**src/rtl/ctrl_pkg.sv**
```systemverilog
// ---------------------------------------------------------------------------
// ctrl_pkg
// Shared definitions for the hardwired control sequencer: the FSM state
// encoding, the 5-bit opcode map, the IR field bit positions, the T1 memory
// wait rule and a helper that sorts an opcode into its execute-sequence class.
// No ports (package).
// ---------------------------------------------------------------------------
package ctrl_pkg;

  // Sequencer states: fetch is T0..T2, execute uses T3..T6 as needed.
  typedef enum logic [3:0] {
    ST_IDLE = 4'd0,
    ST_T0   = 4'd1,
    ST_T1   = 4'd2,
    ST_T2   = 4'd3,
    ST_T3   = 4'd4,
    ST_T4   = 4'd5,
    ST_T5   = 4'd6,
    ST_T6   = 4'd7,
    ST_HALT = 4'd8
  } state_t;

  // Which register field of the IR drives the one-hot register decode.
  typedef enum logic [1:0] {
    SEL_RA = 2'd0,
    SEL_RB = 2'd1,
    SEL_RC = 2'd2
  } reg_field_t;

  // Execute-sequence families; every opcode maps onto exactly one of these.
  typedef enum logic [2:0] {
    CLS_RFMT    = 3'd0,
    CLS_MULDIV  = 3'd1,
    CLS_UNARY   = 3'd2,
    CLS_MFHI    = 3'd3,
    CLS_MFLO    = 3'd4,
    CLS_NOP     = 3'd5,
    CLS_HALT    = 3'd6,
    CLS_ILLEGAL = 3'd7
  } instr_class_t;

  // Opcode map.
  localparam logic [4:0] OP_ADD  = 5'd3;
  localparam logic [4:0] OP_SUB  = 5'd4;
  localparam logic [4:0] OP_AND  = 5'd5;
  localparam logic [4:0] OP_OR   = 5'd6;
  localparam logic [4:0] OP_ROR  = 5'd7;
  localparam logic [4:0] OP_ROL  = 5'd8;
  localparam logic [4:0] OP_SHR  = 5'd9;
  localparam logic [4:0] OP_SHRA = 5'd10;
  localparam logic [4:0] OP_SHL  = 5'd11;
  localparam logic [4:0] OP_DIV  = 5'd15;
  localparam logic [4:0] OP_MUL  = 5'd16;
  localparam logic [4:0] OP_NEG  = 5'd17;
  localparam logic [4:0] OP_NOT  = 5'd18;
  localparam logic [4:0] OP_MFHI = 5'd24;
  localparam logic [4:0] OP_MFLO = 5'd25;
  localparam logic [4:0] OP_NOP  = 5'd26;
  localparam logic [4:0] OP_HALT = 5'd27;

  // IR field positions.
  localparam int OPC_MSB = 31;
  localparam int OPC_LSB = 27;
  localparam int RA_MSB  = 26;
  localparam int RA_LSB  = 23;
  localparam int RB_MSB  = 22;
  localparam int RB_LSB  = 19;
  localparam int RC_MSB  = 18;
  localparam int RC_LSB  = 15;

  // T1 is held for as long as mem_rdy sits at this level.
  localparam logic T1_WAIT_LEVEL = 1'b0;

  // Sort an opcode into its execute family. MUL/DIV fall back to illegal
  // when the multiply/divide sequence is not built in.
  function automatic instr_class_t classify(input logic [4:0] opcode,
                                            input logic       muldivEn);
    instr_class_t cls;
    case (opcode)
      OP_ADD, OP_SUB, OP_AND, OP_OR, OP_ROR,
      OP_ROL, OP_SHR, OP_SHRA, OP_SHL: cls = CLS_RFMT;
      OP_DIV, OP_MUL:                  cls = muldivEn ? CLS_MULDIV : CLS_ILLEGAL;
      OP_NEG, OP_NOT:                  cls = CLS_UNARY;
      OP_MFHI:                         cls = CLS_MFHI;
      OP_MFLO:                         cls = CLS_MFLO;
      OP_NOP:                          cls = CLS_NOP;
      OP_HALT:                         cls = CLS_HALT;
      default:                         cls = CLS_ILLEGAL;
    endcase
    return cls;
  endfunction

endpackage

```
**src/rtl/reg_sel_decode.sv**
```systemverilog
// ---------------------------------------------------------------------------
// reg_sel_decode
// Picks one of the three IR register fields (Ra, Rb, Rc) and expands it into
// a 16-bit one-hot register strobe. Used once for the bus-drive vector and
// once for the register-load vector.
// Ports:
//   i_en     in   1  strobe enable; 0 forces an all-zero output
//   i_sel    in   2  field select (SEL_RA / SEL_RB / SEL_RC)
//   i_ra     in   4  Ra field
//   i_rb     in   4  Rb field
//   i_rc     in   4  Rc field
//   o_onehot out 16  one-hot register strobe, bit n selects Rn
// ---------------------------------------------------------------------------
module reg_sel_decode
  import ctrl_pkg::*;
(
  input  logic        i_en,
  input  reg_field_t  i_sel,
  input  logic [3:0]  i_ra,
  input  logic [3:0]  i_rb,
  input  logic [3:0]  i_rc,
  output logic [15:0] o_onehot
);

  logic [3:0] w_idx;

  // Field mux followed by a 4-to-16 decode; an unused select code
  // falls back to Ra so the decode is always fully specified.
  always_comb begin
    w_idx = i_ra;
    case (i_sel)
      SEL_RA:  w_idx = i_ra;
      SEL_RB:  w_idx = i_rb;
      SEL_RC:  w_idx = i_rc;
      default: w_idx = i_ra;
    endcase
    o_onehot = i_en ? (16'h0001 << w_idx) : 16'h0000;
  end

endmodule

```
**src/rtl/control_sequencer.sv**
```systemverilog
// ---------------------------------------------------------------------------
// control_sequencer
// Hardwired Moore-style control unit for the CPU datapath. Runs the fetch
// sequence T0..T2, then the execute sequence for R-format ALU, MUL/DIV,
// NEG/NOT, MFHI/MFLO, NOP and HALT. All strobes are decoded from the state
// register and the IR; at most one bus source is active in any cycle.
// Build option: define CTRL_MULDIV_EN to enable the MUL/DIV sequence;
// otherwise opcodes 15/16 are illegal and MUL/DIV are tied to 0.
// Ports:
//   clk      in   1  system clock, rising edge
//   reset    in   1  asynchronous active-low reset (forces IDLE)
//   ir       in  32  instruction register contents
//   mem_rdy  in   1  memory data valid, only looked at in T1
//   R_out    out 16  one-hot register bus drive
//   R_in     out 16  one-hot register load
//   HIout, LOout, Zhighout, Zlowout, PCout, MDRout      bus source selects
//   HIin, LOin, PCin, IRin, Zin, Yin, MARin, MDRin      register loads
//   Read, IncPC                                         memory read, PC inc
//   AND .. NOT                                          ALU operation selects
//   run      out  1  low only while halted
//   illegal  out  1  one-cycle pulse in T3 on an unsupported opcode
// ---------------------------------------------------------------------------
module control_sequencer
  import ctrl_pkg::*;
(
  input  logic        clk,
  input  logic        reset,
  input  logic [31:0] ir,
  input  logic        mem_rdy,
  output logic [15:0] R_out,
  output logic [15:0] R_in,
  output logic        HIout,
  output logic        LOout,
  output logic        Zhighout,
  output logic        Zlowout,
  output logic        PCout,
  output logic        MDRout,
  output logic        HIin,
  output logic        LOin,
  output logic        PCin,
  output logic        IRin,
  output logic        Zin,
  output logic        Yin,
  output logic        MARin,
  output logic        MDRin,
  output logic        Read,
  output logic        IncPC,
  output logic        AND,
  output logic        OR,
  output logic        ADD,
  output logic        SUB,
  output logic        MUL,
  output logic        DIV,
  output logic        SHR,
  output logic        SHRA,
  output logic        SHL,
  output logic        ROR,
  output logic        ROL,
  output logic        NEG,
  output logic        NOT,
  output logic        run,
  output logic        illegal
);

`ifdef CTRL_MULDIV_EN
  localparam logic MULDIV_EN = 1'b1;
`else
  localparam logic MULDIV_EN = 1'b0;
`endif

  state_t       r_state;
  state_t       w_nextState;
  logic [4:0]   w_opcode;
  instr_class_t w_class;
  logic         w_routEn;
  logic         w_rinEn;
  reg_field_t   w_routSel;
  reg_field_t   w_rinSel;
  logic         w_mulOp;
  logic         w_divOp;
  logic [14:0]  w_unusedIrBits;

  assign w_opcode       = ir[OPC_MSB:OPC_LSB];
  assign w_class        = classify(w_opcode, MULDIV_EN);
  assign w_unusedIrBits = ir[14:0];

  // State register. Reset drops straight to IDLE so every strobe clears
  // in the same cycle the reset arrives.
  always_ff @(posedge clk or negedge reset) begin
    if (!reset) begin
      r_state <= ST_IDLE;
    end else begin
      r_state <= w_nextState;
    end
  end

  // Sequencing. The IR is only consulted from T3 onward, because it is
  // loaded at the end of T2. HALT is a sink left only through reset.
  always_comb begin
    w_nextState = ST_IDLE;
    case (r_state)
      ST_IDLE: w_nextState = ST_T0;
      ST_T0:   w_nextState = ST_T1;
      ST_T1:   w_nextState = (mem_rdy == T1_WAIT_LEVEL) ? ST_T1 : ST_T2;
      ST_T2:   w_nextState = ST_T3;
      ST_T3: begin
        case (w_class)
          CLS_RFMT, CLS_MULDIV, CLS_UNARY: w_nextState = ST_T4;
          CLS_HALT:                        w_nextState = ST_HALT;
          default:                         w_nextState = ST_T0;
        endcase
      end
      ST_T4: begin
        case (w_class)
          CLS_RFMT, CLS_MULDIV: w_nextState = ST_T5;
          default:              w_nextState = ST_T0;
        endcase
      end
      ST_T5:   w_nextState = (w_class == CLS_MULDIV) ? ST_T6 : ST_T0;
      ST_T6:   w_nextState = ST_T0;
      ST_HALT: w_nextState = ST_HALT;
      default: w_nextState = ST_IDLE;
    endcase
  end

  // Strobe decode. Everything defaults low with run high; each state only
  // raises what it needs. ALU op lines are raised only alongside Zin.
  always_comb begin
    w_routEn  = 1'b0;
    w_rinEn   = 1'b0;
    w_routSel = SEL_RA;
    w_rinSel  = SEL_RA;
    w_mulOp   = 1'b0;
    w_divOp   = 1'b0;
    HIout = 1'b0; LOout = 1'b0; Zhighout = 1'b0; Zlowout = 1'b0;
    PCout = 1'b0; MDRout = 1'b0;
    HIin = 1'b0; LOin = 1'b0; PCin = 1'b0; IRin = 1'b0;
    Zin = 1'b0; Yin = 1'b0; MARin = 1'b0; MDRin = 1'b0;
    Read = 1'b0; IncPC = 1'b0;
    AND = 1'b0; OR = 1'b0; ADD = 1'b0; SUB = 1'b0;
    SHR = 1'b0; SHRA = 1'b0; SHL = 1'b0; ROR = 1'b0; ROL = 1'b0;
    NEG = 1'b0; NOT = 1'b0;
    run     = 1'b1;
    illegal = 1'b0;
    case (r_state)
      ST_T0: begin
        PCout = 1'b1; MARin = 1'b1; IncPC = 1'b1; PCin = 1'b1;
      end
      ST_T1: begin
        Read = 1'b1; MDRin = 1'b1;
      end
      ST_T2: begin
        MDRout = 1'b1; IRin = 1'b1;
      end
      ST_T3: begin
        case (w_class)
          CLS_RFMT: begin
            w_routEn = 1'b1; w_routSel = SEL_RB; Yin = 1'b1;
          end
          CLS_MULDIV: begin
            w_routEn = 1'b1; w_routSel = SEL_RA; Yin = 1'b1;
          end
          CLS_UNARY: begin
            w_routEn = 1'b1; w_routSel = SEL_RB; Zin = 1'b1;
            NEG = (w_opcode == OP_NEG);
            NOT = (w_opcode == OP_NOT);
          end
          CLS_MFHI: begin
            HIout = 1'b1; w_rinEn = 1'b1; w_rinSel = SEL_RA;
          end
          CLS_MFLO: begin
            LOout = 1'b1; w_rinEn = 1'b1; w_rinSel = SEL_RA;
          end
          CLS_ILLEGAL: illegal = 1'b1;
          default: ;
        endcase
      end
      ST_T4: begin
        case (w_class)
          CLS_RFMT: begin
            w_routEn = 1'b1; w_routSel = SEL_RC; Zin = 1'b1;
            case (w_opcode)
              OP_ADD:  ADD  = 1'b1;
              OP_SUB:  SUB  = 1'b1;
              OP_AND:  AND  = 1'b1;
              OP_OR:   OR   = 1'b1;
              OP_ROR:  ROR  = 1'b1;
              OP_ROL:  ROL  = 1'b1;
              OP_SHR:  SHR  = 1'b1;
              OP_SHRA: SHRA = 1'b1;
              OP_SHL:  SHL  = 1'b1;
              default: ;
            endcase
          end
          CLS_MULDIV: begin
            w_routEn = 1'b1; w_routSel = SEL_RB; Zin = 1'b1;
            w_mulOp = (w_opcode == OP_MUL);
            w_divOp = (w_opcode == OP_DIV);
          end
          CLS_UNARY: begin
            Zlowout = 1'b1; w_rinEn = 1'b1; w_rinSel = SEL_RA;
          end
          default: ;
        endcase
      end
      ST_T5: begin
        case (w_class)
          CLS_RFMT: begin
            Zlowout = 1'b1; w_rinEn = 1'b1; w_rinSel = SEL_RA;
          end
          CLS_MULDIV: begin
            Zlowout = 1'b1; LOin = 1'b1;
          end
          default: ;
        endcase
      end
      ST_T6: begin
        if (w_class == CLS_MULDIV) begin
          Zhighout = 1'b1; HIin = 1'b1;
        end
      end
      ST_HALT: run = 1'b0;
      default: ;
    endcase
  end

  // Without the multiply/divide option these selects are hard zeros.
`ifdef CTRL_MULDIV_EN
  assign MUL = w_mulOp;
  assign DIV = w_divOp;
`else
  logic w_unusedMulDiv;
  assign w_unusedMulDiv = w_mulOp | w_divOp;
  assign MUL = 1'b0;
  assign DIV = 1'b0;
`endif

  // Bus-drive and load vectors share the same field-select decoder.
  reg_sel_decode u_routDecode (
    .i_en     (w_routEn),
    .i_sel    (w_routSel),
    .i_ra     (ir[RA_MSB:RA_LSB]),
    .i_rb     (ir[RB_MSB:RB_LSB]),
    .i_rc     (ir[RC_MSB:RC_LSB]),
    .o_onehot (R_out)
  );

  reg_sel_decode u_rinDecode (
    .i_en     (w_rinEn),
    .i_sel    (w_rinSel),
    .i_ra     (ir[RA_MSB:RA_LSB]),
    .i_rb     (ir[RB_MSB:RB_LSB]),
    .i_rc     (ir[RC_MSB:RC_LSB]),
    .o_onehot (R_in)
  );

endmodule

```
**config.mk**
```make
export PLATFORM = sky130hd
export DESIGN_NAME = control_sequencer
export DESIGN_NICKNAME = d
export VERILOG_FILES = /design/src/rtl/ctrl_pkg.sv /design/src/rtl/reg_sel_decode.sv /design/src/rtl/control_sequencer.sv
export SDC_FILE = /design/constraint.sdc
export NUM_CORES = 1
export LEC_CHECK = 0
export CAP_MARGIN = 20
export CELL_PAD_IN_SITES_DETAIL_PLACEMENT = 0
export CELL_PAD_IN_SITES_GLOBAL_PLACEMENT = 1
export CORE_UTILIZATION = 24
export CTS_CLUSTER_DIAMETER = 200
export DETAILED_ROUTE_END_ITERATION = 10
export GPL_ROUTABILITY_DRIVEN = 1
export GPL_TIMING_DRIVEN = 1
export PLACE_DENSITY = 0.95
export REMOVE_ABC_BUFFERS = 1
export SETUP_SLACK_MARGIN = 0.5
export SYNTH_ARGS = -nofsm -noshare
export SYNTH_HDL_FRONTEND = slang
export SYNTH_SLANG_ARGS = --single-unit
```
**constraint.sdc**
```tcl
create_clock -name clk -period 4.2 [get_ports clk]
set_input_delay 0.42 -clock clk [delete_from_list [all_inputs] [get_ports clk]]
set_output_delay 0.42 -clock clk [all_outputs]
set_load 0.05 [all_outputs]
```
# After elaboration in Yosys (flattened, before gate mapping)
# Memories as Yosys holds them, arrays and structs flattened.
# Cells that the tools add are included.
# Widths: inputs -> output; s select.
op_classes:
  eq_ne: 27
  n_shift: 2
  n_mux: 65
  n_reduce_logical: 7
op_table:
  columns: ["cell", "count"]
  rows:
  - ["$mux 1", 52]
  - ["$mux 16", 2]
  - ["$pmux 4 s8", 1]
  - ["$shl 1x4->16 const A", 2]
  - ["$eq 5x3->1 const B", 4]
  - ["$eq 5x4->1 const B", 4]
  - ["$eq 4x3->1 const B", 4]
  - ["$pmux 4 s2", 2]
  - ["$eq 5x5->1 const B", 2]
  - ["$eq 3x3->1 const B", 3]
  - ["$eq 4x2->1 const B", 2]
  - ["$pmux 2 s2", 2]
  - ["$reduce_or 2->1", 4]
  - ["$eq 3x2->1 const B", 2]
  - ["$mux 3", 2]
  - ["$pmux 1 s2", 3]
  - ["$eq 5x2->1 const B", 1]
  - ["$eq 4x1->1 const B", 1]
  - ["$eq 4x4->1 const B", 1]
  - ["$logic_not 4->1", 1]
  - ["$eq 3x1->1 const B", 1]
  - ["$logic_not 3->1", 1]
  - ["$pmux 1 s3", 1]
  - ["$reduce_or 3->1", 1]
  - ["other kinds (2)", 2]
totals:
  register_bits: 4
  romBits: 96
  input_bits: 35
  out_inout_bits: 63
  wordCells: 103
  memories: 1
memory_table:
  columns: ["memory", "depth", "word_bits", "rd", "rd_ports_with_merged_regs", "write_ports", "line_no", "rtl"]
  rows:
  - ["(no name shown)", 32, 3, 1, 0, 0, "ctrl_pkg.sv:79", "case (opcode)"]

# Longest topological paths before layout
# Gate-level depths: netlist of the first run.
# An unclocked memory read counts as a cell.
logic_depth:
  ltp_word: 9
  depth_mapped: 12
  depth_no_buf: 11

# Cells and area by module
# From an unflattened synthesis of the first run, not the netlist that was laid out.
unflattened:
  cells_unflattened: 202
  hier_area_um2: 1507.7
by_module_without_submodules:
  columns: ["mod", "n_inst", "cells_per_inst", "area_each_um2", "seq_area_each_um2"]
  rows:
  - ["control_sequencer", 1, 116, 867.1, 100.1]
  - ["reg_sel_decode", 2, 43, 320.3, 0.0]

# Worst setup path after synthesis of the first run
# OpenSTA, ideal clock, no wires.
synth_path:
  path_type: "input -> output"
  startpoint: "input ir[27]"
  endpoint: "output R_out[15]"
  arrival_time_ns: 3.499
  t_required_ns: 3.780
  path_slack_ns: 0.281
  stages: 12
  n_path_buf: 1
  path_cell_list: "inv_1 ha_1 nand2_1 o221ai_1 o21a_1 o211ai_1 ha_1 clkbuf_1 nand2_1 o21ai_0 nand2_1 nor3_1"
synth_between:
  elab_chain_len: 9
  elab_cells_between_ends: 18
  classes_between: "eq/ne (4); shift (1); mux (8); reduce/logical (4); memory (1)"
synth_lines:
  columns: ["element", "line_no", "rtl"]
  rows:
  - ["from (decl)", "control_sequencer.sv:28", "input logic [31:0] ir,"]
  - ["$mem_v2 32x3 (*)", null, null]
  - ["$eq 3x2->1 or $logic_not 3->1 (tied branches)", "control_sequencer.sv:156, control_sequencer.sv:179", null]
  - ["$reduce_or 2->1 (no source line)", null, null]
  - ["$mux 1", "control_sequencer.sv:156", "case (w_class)"]
  - ["$pmux 2 s2", "control_sequencer.sv:145", "case (r_state)"]
  - ["$eq 2x2->1 or $eq 2x1->1 (tied branches)", "reg_sel_decode.sv:31", "case (i_sel)"]
  - ["$pmux 4 s2", "reg_sel_decode.sv:31", null]
  - ["$shl 1x4->16", "reg_sel_decode.sv:37", "o_onehot = i_en ? (16'h0001 << w_idx) : 16'h0000;"]
  - ["$mux 16 (*)", "reg_sel_decode.sv:37", null]
  - ["to (decl)", "control_sequencer.sv:30", "output logic [15:0] R_out,"]
# Every way passes the cells marked *; elsewhere a longest branch is shown, timed or not.

# Worst setup path in the final report of the first run
layout_path:
  startpoint: "input ir[30]"
  endpoint: "output R_out[10]"
# The elaborated chain is that of the path after synthesis.

==> results of run 1 <==
[power by group through the flow]
stage / Combinational (W) / Clock [W] / Sequential, W
after floorplan: 0.000344 / 0 / 0.0000800
after global placement: 0.000501 / 0 / 0.0000885
after detailed placement: 0.000506 / 0 / 0.0000893
after CTS: 0.000530 / 0.0000823 / 0.0000890
after global routing: 0.000633 / 0.0000861 / 0.0000947
final: 0.000597 / 0.0000806 / 0.0000907
[worst min path at each step]
stage	slack [ns]	depth (start not counted)	endpoint
floorplan	0.12	0	r_state[0]
global placement	0.62	1	r_state[1]
detailed placement	0.63	1	r_state[1]
CTS	0.40	1	r_state[0]
global route	0.40	1	r_state[0]
finish	0.40	1	r_state[0]
[cell type report]
| cell class | count | area share [%] |
|---|---|---|
| multi-input cells | 181 | 51.4 |
| repair buffers | 95 | 39.9 |
| flip-flops and latches | 4 | 3.41 |
| well taps | 72 | 3.07 |
| clock buffers | 3 | 1.41 |
| inverters | 6 | 0.767 |
[what timing repair did]
item                       CTS  global route
pin swaps                    8            20
setup endpoints to repair   16            16
buffers inserted             0             7
resized for setup           33            56
[worst max-delay path, cell delays in order]
cell and delay, ns:
clkdlybuf4s50_1 0.55, buf_4 0.19, mux2i_1 0.26, o21ai_2 0.11, nand3_1 0.11, o211ai_1 0.15
ha_4 0.35, buf_4 0.18, o21a_2 0.19, nand2_4 0.11, nor3_4 0.27, buf_12 0.17
[kinds of logic (layout without fill, tap and decap cells)]
logic type	Yosys count	count (layout)	synth area share (%)
other	1	2	0.271
AO/OA/AOI/OAI	53	53	28.2
AND/OR/NAND/NOR	119	119	46.4
adder cells (fa/ha/maj)	6	6	5.42
flip-flops	4	4	7.23
multiplexers	1	1	0.723
buffers and inverters	27	104	11.8
[per-stage QoR]
stage	instance area (µm²)	hold WS (ns)	worst slack, ns
finish	2940	0.399	0.695
global route	2940	0.401	0.529
CTS	2620	0.401	0.524
detailed placement	2440	0.629	0.168
global placement	2440	0.622	0.294
floorplan	1250	0.124	-0.863
[routing by layer]
metal	global-route usage, %	vias up	part of all wire, %
met5	0	-	0
met4	6.30	0	2.8
met3	1.76	16	4.9
met2	29.5	67	53
met1	19.5	896	40
li1	-	909	-
[cells in the final DEF, fill, tap and decap left out, drive strengths merged, types with 2 or more instances in the layout]
cell type      synthesis  final
buf                   16     47
clkdlybuf4s50          0     44
nand2                 35     35
nor3                  24     24
a21oi                 21     21
nand3                 13     13
nor2                  12     12
nand2b                 9      9
o21ai                  8      8
o21a                   7      7
nor2b                  6      6
and2                   6      6
inv                    6      6
ha                     6      6
a22oi                  5      5
dlymetal6s2s           0      4
dfrtp                  4      4
nor4                   4      4
clkbuf                 5      3
o211ai                 2      2
nand4                  2      2
conb                   1      2
o211a                  2      2
o221ai                 2      2
or4b                   2      2
==> reports/metrics.cfg, run 1 <==
[setup_path]
startpoint_type = input pin
rr_startpoint = r_state[0]
path_max_fanout = 8
rrSetupSlack_ns = 2.39
startpoint = ir[30]
endpoint_kind = output port
r2r_cells = 4
crit_end = R_out[10]
crit_type = input pin to output port
arrival_ns = 3.08
worst-endpoint-required_ns = 3.78
r2r-end = r_state[2]

[routing]
ant_nets = 0
drc = 0
first_pass_iters = 4
via_count = 1888
vias_per_cell = 5.23
avgRoutedWirePerCell_um = 15.1
dr.first_iter.drc_count = 71
wl_um = 5470

[grt]
grt-ovfl-total = 0
grt_pass1_wl_um = 8120
grt_usage_pct = 16.3
antenna_found_initial = 0
grt_max_degree = 17
grt_pass1_vias = 1722

[placed_design]
placed_cells = 351
gp_congestion = 0.842
hpwl_um = 3810
port_buffers = 80

[cells_and_area]
instances_no_fill = 361
antennaDiodeCount = 0
top_register = r_state
area_delta_synth_final_pct = 112
biggestRegsByFlops = r_state x4
nets = 332
multi_input_area_mm2 = 0.00151
final_core_util_pct = 53.0
largest_reg_flops = 4
fillCellCount = 491
drive_gt1_share_pct = 40.1
area.sequential_um2 = 100

[pwr]
combPwrFrac_pct = 77.7
p_clk_share_pct = 10.5
leakage_nw = 1.15
power_density_mw_per_mm2 = 262
peakVddDrop_uv = 458
total_power_w = 0.000769
seqPwrFrac_pct = 11.8
swShare_pct = 58.8
intPower_w = 0.000317
power.switching_w = 0.000452

[yosys]
synth_common_cells = 35 x nand2_1, 23 x nor3_1, 13 x nand3_1, 11 x a21oi_1
ys_seq_elements = 4
async_flop_share_pct = 100
syn_inst = 211
netlist_top_cells_area = nand2_1 9.5%, nor3_1 8.3%, dfrtp_1 7.2%
ys_warn_count = 0
synth_area_per_cell_um2 = 6.56
syn_area_mm2 = 0.00138
synthFlopType = dfrtp_1
yosysTopAreaCellShare_pct = 9.49
synth_most_common_cell = nand2_1
ys_seq_area_share_pct = 7.23
yosysUniqueCellTypes = 45
synth_edf_count = 0
synth_area_leader_cell = nand2_1

[clocking]
cts-hold-fix-buffers = 0
htree_levels = 1
ctsRootBufferMaster = clkbuf_8
cts_made_buffers = 3
cts_tree = built
cts_max_path_buffers = 2
clock-sinks = 4
clock_latency_ns = 0.22
cts.clk_slew.worst_paths_ns = 0.03

[timing]
min_period_ns = 3.50
fin_worst_skew_ns = 0.00178
finalCritPeriodShare_pct = 83.4
rsz0062_at_grt = no
tightestPinTransition_ns = 1.31
fin_tns_setup_ns = 0
slew_headroom_pct = 12.8
finalHoldViolCount = 0
final_max_slew_viol_count = 0
finalSetupViolCount = 0
max_freq_mhz = 285

[hold_path]
hold_class = input pin to async pin

[floorplanning]
die_h_um = 77.9
die_x_um = 77.9
coreArea_mm2 = 0.00554
initial_core_util_pct = 25.0
die-area_mm2 = 0.00607
placementRows = 27
ios = 98

[flow_run]
drv_cap = 0

[run_status]
run_status = finished, final reports clean

No activity file was read; power rests on OpenSTA's default activity.
==> inputs of run 2 (changes only) <==
--- a/config.mk
+++ b/config.mk
@@ -8,12 +8,12 @@
 export CAP_MARGIN = 20
 export CELL_PAD_IN_SITES_DETAIL_PLACEMENT = 0
 export CELL_PAD_IN_SITES_GLOBAL_PLACEMENT = 1
-export CORE_UTILIZATION = 24
+export CORE_UTILIZATION = 20
 export CTS_CLUSTER_DIAMETER = 200
 export DETAILED_ROUTE_END_ITERATION = 10
 export GPL_ROUTABILITY_DRIVEN = 1
 export GPL_TIMING_DRIVEN = 1
-export PLACE_DENSITY = 0.95
+export PLACE_DENSITY = 0.88
 export REMOVE_ABC_BUFFERS = 1
 export SETUP_SLACK_MARGIN = 0.5
 export SYNTH_ARGS = -nofsm -noshare
==> constraint.sdc (replaced) <==
create_clock -name clk -period 3.2 [get_ports clk]
set_input_delay 0.32 -clock clk [delete_from_list [all_inputs] [get_ports clk]]
set_output_delay 0.32 -clock clk [all_outputs]
set_load 0.05 [all_outputs]
==> reports/metrics.cfg, run 2 (synthesis results as in run 1) <==
[run_status]
run_status = finished, final reports clean

[clocking]
cts-hold-fix-buffers = 0  ; unchanged
cts_max_path_buffers = 2  ; unchanged
ctsRootBufferMaster = clkbuf_8
cts_tree = built
clock_latency_ns = 0.22  ; about the same
cts_made_buffers = 3  ; unchanged
cts.clk_slew.worst_paths_ns = 0.03  ; about the same
clock-sinks = 4  ; unchanged
htree_levels = 1  ; unchanged

[routing]
via_count = 2044  ; +8.3%
avgRoutedWirePerCell_um = 15.1  ; -0.49%
ant_nets = 0  ; unchanged
vias_per_cell = 4.95  ; -5.4%
drc = 0  ; unchanged
dr.first_iter.drc_count = 65  ; -8.5%
wl_um = 6220  ; +14%
first_pass_iters = 4  ; unchanged

[setup_path]
rr_startpoint = r_state[1]
startpoint_type = input pin
r2r-end = r_state[2]
cp_top_family = compound AO/OA/AOI/OAI gates
rrSetupSlack_ns = 1.52  ; -0.87 ns
slowest_stage = ha_4
slowest_delay_ns = 0.29  ; -0.26 ns
crit_type = input pin to output port
arrival_ns = 2.66  ; -0.42 ns
path_buf_inv = 5  ; +1
r2r_cells = 5  ; +1
worst-endpoint-required_ns = 2.88  ; -0.90 ns
path_max_fanout = 6  ; -2
crit_chain = buf_6, inv_4, ha_4, a21bo_4, o211a_4, nand2_4, o211ai_1, ha_4, a22oi_2, buf_4, o21ai_4, nand2_4, nor3_4, buf_6, buf_12
endpoint_kind = output port

[timing]
slew_headroom_pct = 66.2  ; +53 points
finalHoldViolCount = 0  ; unchanged
setup_ws_ns = 0.220  ; -0.476 ns
fin_worst_skew_ns = 0.00491  ; +0.00312 ns
max_freq_mhz = 336
finalCritPeriodShare_pct = 93.1
tightestPinTransition_ns = 0.506  ; -0.802 ns
final_max_slew_viol_count = 0  ; unchanged
finalSetupViolCount = 0  ; unchanged
min_period_ns = 2.98
fin_tns_setup_ns = 0  ; unchanged
rsz0062_at_grt = yes

[grt]
antenna_found_initial = 0  ; unchanged
grt_pass1_wl_um = 9350  ; +15%
grt_usage_pct = 15.7  ; -0.55 points
grt_pass1_vias = 1969  ; +14%
grt-ovfl-total = 0  ; unchanged
grt_max_degree = 17  ; unchanged

[placed_design]
port_buffers = 80  ; unchanged
dp_slack_ns = -0.372  ; -0.540 ns
gp_congestion = 0.864  ; +2.7%
placed_area_mm2 = 0.00279  ; +14%
hpwl_um = 4190  ; +10%

[pwr]
total_power_w = 0.00114  ; +48%
leakage_nw = 1.37  ; +19%
power_density_mw_per_mm2 = 319  ; +22%
peakVddDrop_uv = 620  ; +36%

[floorplanning]
coreArea_mm2 = 0.00653  ; +18%
die_h_um = 85.2  ; +9.3%
die-area_mm2 = 0.00726  ; +19%
ios = 98  ; unchanged
placementRows = 29  ; +7.4%
die_x_um = 85.2  ; +9.3%
initial_core_util_pct = 21.2  ; -3.8 points

[cells_and_area]
layout_commonest_cell = buf_4
final_cell_mix = 57 x buf_4, 36 x buf_12, 26 x clkdlybuf4s50_1
antennaDiodeCount = 0  ; unchanged
largest_reg_flops = 4  ; unchanged
final_core_util_pct = 54.7  ; +1.7 points
drive_gt1_share_pct = 60.4  ; +20 points
nets = 379  ; +14%
finish.instance_area_mm2 = 0.00357  ; +22%
area_delta_synth_final_pct = 158
top_register = r_state
biggestRegsByFlops = r_state x4

[flow_run]
drv_cap = 0  ; unchanged

[hold_path]
hold_class = input pin to async pin

[run 2: cell count changes in the layout (fill, tap and decap cells not counted), sizes merged]
cell	before	now
dlymetal6s2s	4	2
clkdlybuf4s50	44	26
clkbuf	3	5
clkdlybuf4s15	0	1
buf	47	111
[run 2: power by group]
group          internal [W]  total (W)  switching (W)
Clock             0.0000800   0.000104      0.0000244
Combinational      0.000357   0.000928       0.000570
Sequential        0.0000730   0.000108      0.0000346
Total              0.000510    0.00114       0.000630
[run 2: what timing repair did]
action | in CTS | in global routing
cloned | 0 | 1
resized for setup | 92 | 61
buffers inserted | 14 | 5
pin swaps | 36 | 35
endpoints found under the setup margin | 32 | 34
[run 2: final cells by class]
| cell class | count | area (µm²) |
|---|---|---|
| fillers | 570 | 2960 |
| clock buffers | 3 | 41.3 |
| inverters | 6 | 27.5 |
| repair buffers | 142 | 1660 |
| well taps | 77 | 96.3 |
| multi-input cells | 181 | 1640 |
| flip-flops and latches | 4 | 105 |
[run 2: worst max path at each step]
stage / from / to / slack [ns] / cells past startpoint
floorplan: r_state[1] / IncPC / -1.76 / 2
global placement: ir[27] / R_out[1] / -0.33 / 14
detailed placement: ir[27] / R_out[0] / -0.37 / 14
CTS: ir[28] / R_out[0] / 0.27 / 14
global route: ir[27] / R_out[15] / 0.14 / 14
finish: ir[28] / R_out[14] / 0.22 / 15
[run 2: metrics by stage]
step	hold WS, ns	cells
after floorplan	0.0244	191
after global placement	0.523	390
after detailed placement	0.534	390
after CTS	0.305	407
after global routing	0.312	413
final	0.303	413
[run 2: worst reg2reg max path, stage by stage (launching register included)]
cell and delay [ns]:
dfrtp_2 0.42, buf_4 0.16, or4b_4 0.62, nor2_4 0.15
nand3_1 0.11, o221ai_1 0.11
[run 2: layer usage]
metal / track usage (%) / up-vias / part of all wire [%] / routed length (µm)
met3: 1.65 / 4 / 4.0 / 247
met2: 30.6 / 60 / 56 / 3460
li1: - / 995 / - / -
met5: 0 / - / 0 / 0
met4: 2.77 / 0 / 0.35 / 22
met1: 18.5 / 985 / 40 / 2500
